<file path="config.mk">
export PLATFORM = sky130hd
export DESIGN_NAME = ddr_iod_dly_ctrl
export DESIGN_NICKNAME = d
export VERILOG_FILES = /design/src/rtl/ddr_iod_dly_ctrl.sv
export SDC_FILE = /design/constraint.sdc
export NUM_CORES = 1
export LEC_CHECK = 0
export CAP_MARGIN = 20
export CORE_ASPECT_RATIO = 0.8
export CORE_MARGIN = 2
export CORE_UTILIZATION = 50
export DETAILED_ROUTE_END_ITERATION = 6
export GPL_TIMING_DRIVEN = 1
export PLACE_DENSITY_LB_ADDON = 0.2
export SLEW_MARGIN = 10
export SYNTH_ARGS = -nofsm -noshare
export SYNTH_HDL_FRONTEND = slang
export SYNTH_SLANG_ARGS = --single-unit
</file>
<file path="constraint.sdc">
create_clock -name FAB_CLK -period 3.9 [get_ports FAB_CLK]
set_input_delay 0.39 -clock FAB_CLK [delete_from_list [all_inputs] [get_ports FAB_CLK]]
set_output_delay 0.39 -clock FAB_CLK [all_outputs]
set_load 0.05 [all_outputs]
</file>
<file path="src/rtl/ddr_iod_dly_ctrl.sv">
// ddr_iod_dly_ctrl: converts absolute per-lane tap targets into paced IOD move/load pulses
//   FAB_CLK, SYNC_RST         : clock, synchronous active-high reset
//   CMD_VALID/READY/LOAD/LANE/TAP : command handshake and payload (LOAD=1 reloads INIT_TAP)
//   DONE, ERR, ERR_LANE, BUSY : completion pulse, sticky out-of-range flag and lane, activity
//   TAP_CUR                   : tracked tap of every lane, lane i at [i*TAP_WIDTH +: TAP_WIDTH]
//   DELAY_LINE_*              : per-lane IOD move/direction/load outputs and out-of-range input
module ddr_iod_dly_ctrl #(
    parameter int NUM_LANES     = 16,
    parameter int TAP_WIDTH     = 8,
    parameter int INIT_TAP      = 1,
    parameter int MAX_TAP       = 255,
    parameter int SETTLE_CYCLES = 2,
    parameter int LANE_W        = (NUM_LANES > 1) ? $clog2(NUM_LANES) : 1
) (
    input  logic                           FAB_CLK,
    input  logic                           SYNC_RST,
    input  logic                           CMD_VALID,
    output logic                           CMD_READY,
    input  logic                           CMD_LOAD,
    input  logic [LANE_W-1:0]              CMD_LANE,
    input  logic [TAP_WIDTH-1:0]           CMD_TAP,
    output logic                           DONE,
    output logic                           ERR,
    output logic [LANE_W-1:0]              ERR_LANE,
    output logic                           BUSY,
    output logic [NUM_LANES*TAP_WIDTH-1:0] TAP_CUR,
    output logic [NUM_LANES-1:0]           DELAY_LINE_MOVE,
    output logic [NUM_LANES-1:0]           DELAY_LINE_DIRECTION,
    output logic [NUM_LANES-1:0]           DELAY_LINE_LOAD,
    input  logic [NUM_LANES-1:0]           DELAY_LINE_OUT_OF_RANGE
);
    localparam int CW = $clog2(SETTLE_CYCLES + 1);

    typedef enum logic [2:0] {S_IDLE, S_SETUP, S_STEP, S_SETTLE, S_LDP, S_LDSETTLE, S_FIN} state_t;

    state_t                 r_state, w_next;
    logic [TAP_WIDTH-1:0]   r_tap [NUM_LANES];
    logic [LANE_W-1:0]      r_lane, r_err_lane;
    logic [TAP_WIDTH-1:0]   r_tgt;
    logic                   r_dir, r_err;
    logic [CW-1:0]          r_cnt;
    logic                   w_acc, w_lane_ok, w_settle_end, w_oor, w_oor_hit;
    logic [TAP_WIDTH-1:0]   w_tgt, w_cmd_cur, w_cur;

    assign w_acc        = CMD_VALID && (r_state == S_IDLE);
    assign w_lane_ok    = {1'b0, CMD_LANE} < (LANE_W + 1)'(NUM_LANES);
    assign w_tgt        = (CMD_TAP > TAP_WIDTH'(MAX_TAP)) ? TAP_WIDTH'(MAX_TAP) : CMD_TAP;
    assign w_settle_end = r_cnt == CW'(SETTLE_CYCLES - 1);
    assign w_oor_hit    = (r_state == S_SETTLE) && w_settle_end && w_oor;

    // Lane muxes written as loops so a non-power-of-two lane count never indexes past the array
    always_comb begin
        w_cmd_cur = '0;
        w_cur     = '0;
        w_oor     = 1'b0;
        for (int i = 0; i < NUM_LANES; i++) begin
            if (CMD_LANE == LANE_W'(i)) w_cmd_cur = r_tap[i];
            if (r_lane == LANE_W'(i)) begin
                w_cur = r_tap[i];
                w_oor = DELAY_LINE_OUT_OF_RANGE[i];
            end
        end
    end

    always_ff @(posedge FAB_CLK) begin
        if (SYNC_RST) r_state <= S_IDLE;
        else          r_state <= w_next;
    end

    always_comb begin
        w_next = r_state;
        case (r_state)
            S_IDLE:     if (w_acc) w_next = !w_lane_ok ? S_FIN : CMD_LOAD ? S_LDP :
                                            (w_tgt == w_cmd_cur) ? S_FIN : S_SETUP;
            S_SETUP:    w_next = S_STEP;
            S_STEP:     w_next = S_SETTLE;
            S_SETTLE:   if (w_settle_end) w_next = (w_oor || w_cur == r_tgt) ? S_FIN : S_STEP;
            S_LDP:      w_next = S_LDSETTLE;
            S_LDSETTLE: if (w_settle_end) w_next = S_FIN;
            default:    w_next = S_IDLE;
        endcase
    end

    always_ff @(posedge FAB_CLK) begin
        if (SYNC_RST) begin
            for (int i = 0; i < NUM_LANES; i++) r_tap[i] <= TAP_WIDTH'(INIT_TAP);
            r_lane     <= '0;
            r_tgt      <= '0;
            r_dir      <= 1'b0;
            r_cnt      <= '0;
            r_err      <= 1'b0;
            r_err_lane <= '0;
        end else begin
            r_cnt <= (r_state == S_STEP || r_state == S_LDP) ? '0 : r_cnt + 1'b1;
            if (w_acc) begin
                r_lane <= CMD_LANE;
                r_tgt  <= w_tgt;
                r_dir  <= w_tgt > w_cmd_cur;
                r_err  <= !w_lane_ok;
                if (!w_lane_ok) r_err_lane <= CMD_LANE;
            end
            if (w_oor_hit) begin
                r_err      <= 1'b1;
                r_err_lane <= r_lane;
            end
            // The IOD refused the last step, so the count change made in STEP is reverted
            for (int i = 0; i < NUM_LANES; i++) begin
                if (r_lane == LANE_W'(i)) begin
                    if (r_state == S_STEP)      r_tap[i] <= r_dir ? r_tap[i] + 1'b1 : r_tap[i] - 1'b1;
                    else if (w_oor_hit)         r_tap[i] <= r_dir ? r_tap[i] - 1'b1 : r_tap[i] + 1'b1;
                    else if (r_state == S_LDP)  r_tap[i] <= TAP_WIDTH'(INIT_TAP);
                end
            end
        end
    end

    always_comb begin
        DELAY_LINE_MOVE      = '0;
        DELAY_LINE_LOAD      = '0;
        DELAY_LINE_DIRECTION = '0;
        for (int i = 0; i < NUM_LANES; i++) begin
            DELAY_LINE_MOVE[i]      = (r_lane == LANE_W'(i)) && (r_state == S_STEP);
            DELAY_LINE_LOAD[i]      = (r_lane == LANE_W'(i)) && (r_state == S_LDP);
            DELAY_LINE_DIRECTION[i] = (r_lane == LANE_W'(i)) && r_dir &&
                                      (r_state == S_SETUP || r_state == S_STEP || r_state == S_SETTLE);
        end
    end

    genvar g;
    generate
        for (g = 0; g < NUM_LANES; g++) begin : g_tap
            assign TAP_CUR[g*TAP_WIDTH +: TAP_WIDTH] = r_tap[g];
        end
    endgenerate

    assign CMD_READY = r_state == S_IDLE;
    assign BUSY      = r_state != S_IDLE;
    assign DONE      = r_state == S_FIN;
    assign ERR       = r_err;
    assign ERR_LANE  = r_err_lane;
endmodule

</file>
==> flow_summary.toml <==
[clock_network]
clock_path_buffers = 2
cts_tree = "done"
clkSinkCount = 151
cts_setup_buffers = 0
post_cts_resized = 0
cts_made_buffers = 17
cts_max_level = 4
root_buffer = "clkbuf_16"
clock_latency_ps = 450
ctsHoldBuffers = 0
clk_pin_slew_ps = 70

[routing]
route.detailed.drc = 0
wire_per_inst_um = 26.2
firstDrtPassIters = 7
routed_wl_um = 58900
first_iter_violations = 2590
ant_nets = 0
viasPerCell = 6.80
num_vias = 15300

[floorplan]
row_count = 54
start_util = 0.505
die-width_um = 189
die_h_um = 152
core-area_um2 = 27100
die-area_um2 = 28700
ioPinCount = 216

[final_layout]
fillCellCount = 2381
syn2layout_area_growth_pct = 23.5
multi_input_area_um2 = 8550
diodes = 0
final_area_um2 = 16900
fin_nets = 1941
drive_above_1_share = 0.0999
instances_no_fill = 2245
ff_latch_area_um2 = 4310

[worst_setup_path]
reg2reg_slack_ps = 470
crit_arrival_ps = 3320
r2r-start = "r_lane[1]$_SDFFE_PP0P_"
startpoint_type = "register"
crit_path_max_fanout = 27
cpMaxStageDelayCell = "clkdlybuf4s50_1"
path_class = "reg2out"
crit_chain = "buf_4, nor2b_1, nand2_1, nor2_1, clkdlybuf4s50_1"
critPathMaxStageDelay_ps = 820
rr_worst_depth = 7
path_depth = 5
crit_family = "buffers and inverters"
regToRegEndpoint = "r_tap[0][27]$_SDFFCE_PP0P_"
critPathCaptureType = "output pin"
path_buf_inv = 2
worstPathRequired_ps = 3510

[min_path]
min-delay-start = "r_cnt[0]$_SDFF_PP0_"
whs_path_depth = 1
hold_class = "reg2reg"
min_to = "r_cnt[0]$_SDFF_PP0_"

[global_routing]
grt_overflow_total = 0
antenna_found_initial = 0
grt_pass1_wl_um = 87600
grt_max_degree = 79
grt_pass1_vias = 13700
track_usage = 0.402

[logic_synthesis]
ys_warn_count = 0
syn_inst = 1682
synth_top_area_frac = 0.281
async_reset_ff_frac = 0
yosysMostFrequentCell = "nor2_1"
syn_area_um2 = 13700
syn_area_per_cell_um2 = 8.13
synth.ff_latch_count = 151
synth_cell_type_count = 91
synthFlopType = "edfxtp_1"
syn_nets = 1755
synth_top_area_cell = "edfxtp_1"
synthTopCellsByCount = "186 x nor2_1, 133 x nand2_1, 128 x edfxtp_1, 124 x nand3_1, 123 x nor3_1"
synthTopCellsByArea = "edfxtp_1 28%, nor2_1 5.1%, nand3_1 4.5%, nor3_1 4.5%, mux2i_1 4.3%"
ys_seq_area_frac = 0.315
synth-edff-count = 128

[pwr]
power_density_nw_per_um2 = 353
p_leak_uw = 0.00595
vdd_drop_max_v = 0.000301

[place]
gp_congestion = 1.03
dp_hpwl_um = 44300
dpl_cell_area_um2 = 16300
dp.cells = 2210
io_buffers = 215

[timing]
min_period_ps = 3710
finalHoldViolCount = 0
clock.fmax_ghz = 0.270
setup_tns_ps = 0
worst_pin_slew_ps = 937
setup_viol_count_final = 0
finalMaxSlewViolations = 0
slew_headroom = 0.375
rsz0062_at_grt = "no"
hold_slack_ps = 439
skew_ps = 15.7
period_share = 0.951

[flow_run]
drv_cap = 0

[run_status]
status = "finished, final reports clean"
[worst max path at each step]
stage	slack (ps)	start	to
detailed placement	260	CMD_LANE[2]	r_dir$_SDFFE_PP0P_
finish	190	r_lane[1]$_SDFFE_PP0P_	DELAY_LINE_LOAD[2]
global placement	340	CMD_LANE[3]	r_state[2]$_SDFFE_PP0P_
CTS	290	r_lane[1]$_SDFFE_PP0P_	DELAY_LINE_DIRECTION[2]
global route	100	r_lane[1]$_SDFFE_PP0P_	DELAY_LINE_LOAD[2]
floorplan	540	CMD_LANE[0]	r_dir$_SDFFE_PP0P_
[flip-flops by register name, indices dropped and copies added, names as in the netlist]
name	cells
r_dir	1
ERR	1
r_lane	4
r_tap	128
r_tgt	8
r_state	3
ERR_LANE	4
r_cnt	2
[metal layers]
| metal | part of all wire | GRT usage | vias to the layer above | routed length [um] |
|---|---|---|---|---|
| li1 | - | - | 6648 | - |
| met3 | 0.14 | 0.0809 | 137 | 8340 |
| met1 | 0.42 | 0.616 | 7278 | 24600 |
| met2 | 0.41 | 0.561 | 1214 | 24000 |
| met5 | 0 | 0 | - | 0 |
| met4 | 0.033 | 0.125 | 0 | 1930 |
[final cells by class]
type | count | share of cell area
inverters | 71 | 0.0158
flip-flops and latches | 151 | 0.255
clock inverters | 14 | 0.00970
well taps | 364 | 0.0270
multi-input cells | 1340 | 0.506
repair buffers | 287 | 0.161
clock buffers | 18 | 0.0254
[cell families (layout without fill, tap and decap cells)]
family	Yosys count	after routing	share of synthesized area
flip-flops	151	151	0.315
adder cells (fa/ha/maj)	41	41	0.0375
AO/OA/AOI/OAI	413	413	0.206
buffers and inverters	191	390	0.0605
XOR/XNOR	52	52	0.0333
multiplexers	78	78	0.0679
AND/OR/NAND/NOR	756	756	0.281
[placed cells by master, fill, tap and decap left out, types with 12 or more instances in the layout]
master	n
o21a_1	19
a22o_1	12
o22ai_1	17
and3_1	19
inv_1	68
dfxtp_1	19
or3_1	19
clkdlybuf4s50_1	211
xor2_1	25
mux2i_1	59
o2111ai_1	14
ha_1	41
o21ai_0	88
nand4_1	20
nand3_1	124
nor3b_1	30
a21oi_1	115
a21o_1	25
edfxtp_1	128
buf_4	63
a31oi_1	15
nor3_1	123
nand2b_1	19
nor2_1	186
nand2_1	133
clkbuf_16	17
xnor2_1	27
[through the flow]
step                       util  setup WS (ps)  total power, uW
final                     0.624            190             5970
after global routing      0.624           97.4             6130
after CTS                 0.623            287             5900
after detailed placement  0.601            256             4170
after global placement    0.601            341             4150
after floorplan               -            541             3440
[worst reg2reg max path, cell delays in order, from the launching register on]
cell and delay (ps):
dfxtp_2 710, and4b_1 320, a2111o_1 810, o311ai_1 670, buf_4 250, mux2i_1 230
xnor2_1 140, nor2_1 50
[where the power goes]
| group | leakage (uW) | internal, uW | switching [uW] |
|---|---|---|---|
| combinational | 0.00420 | 691 | 1370 |
| sequential | 0.00147 | 1870 | 279 |
| clock | 0.000281 | 962 | 791 |
| total | 0.00595 | 3530 | 2440 |
(Power assumes the default switching activity.)
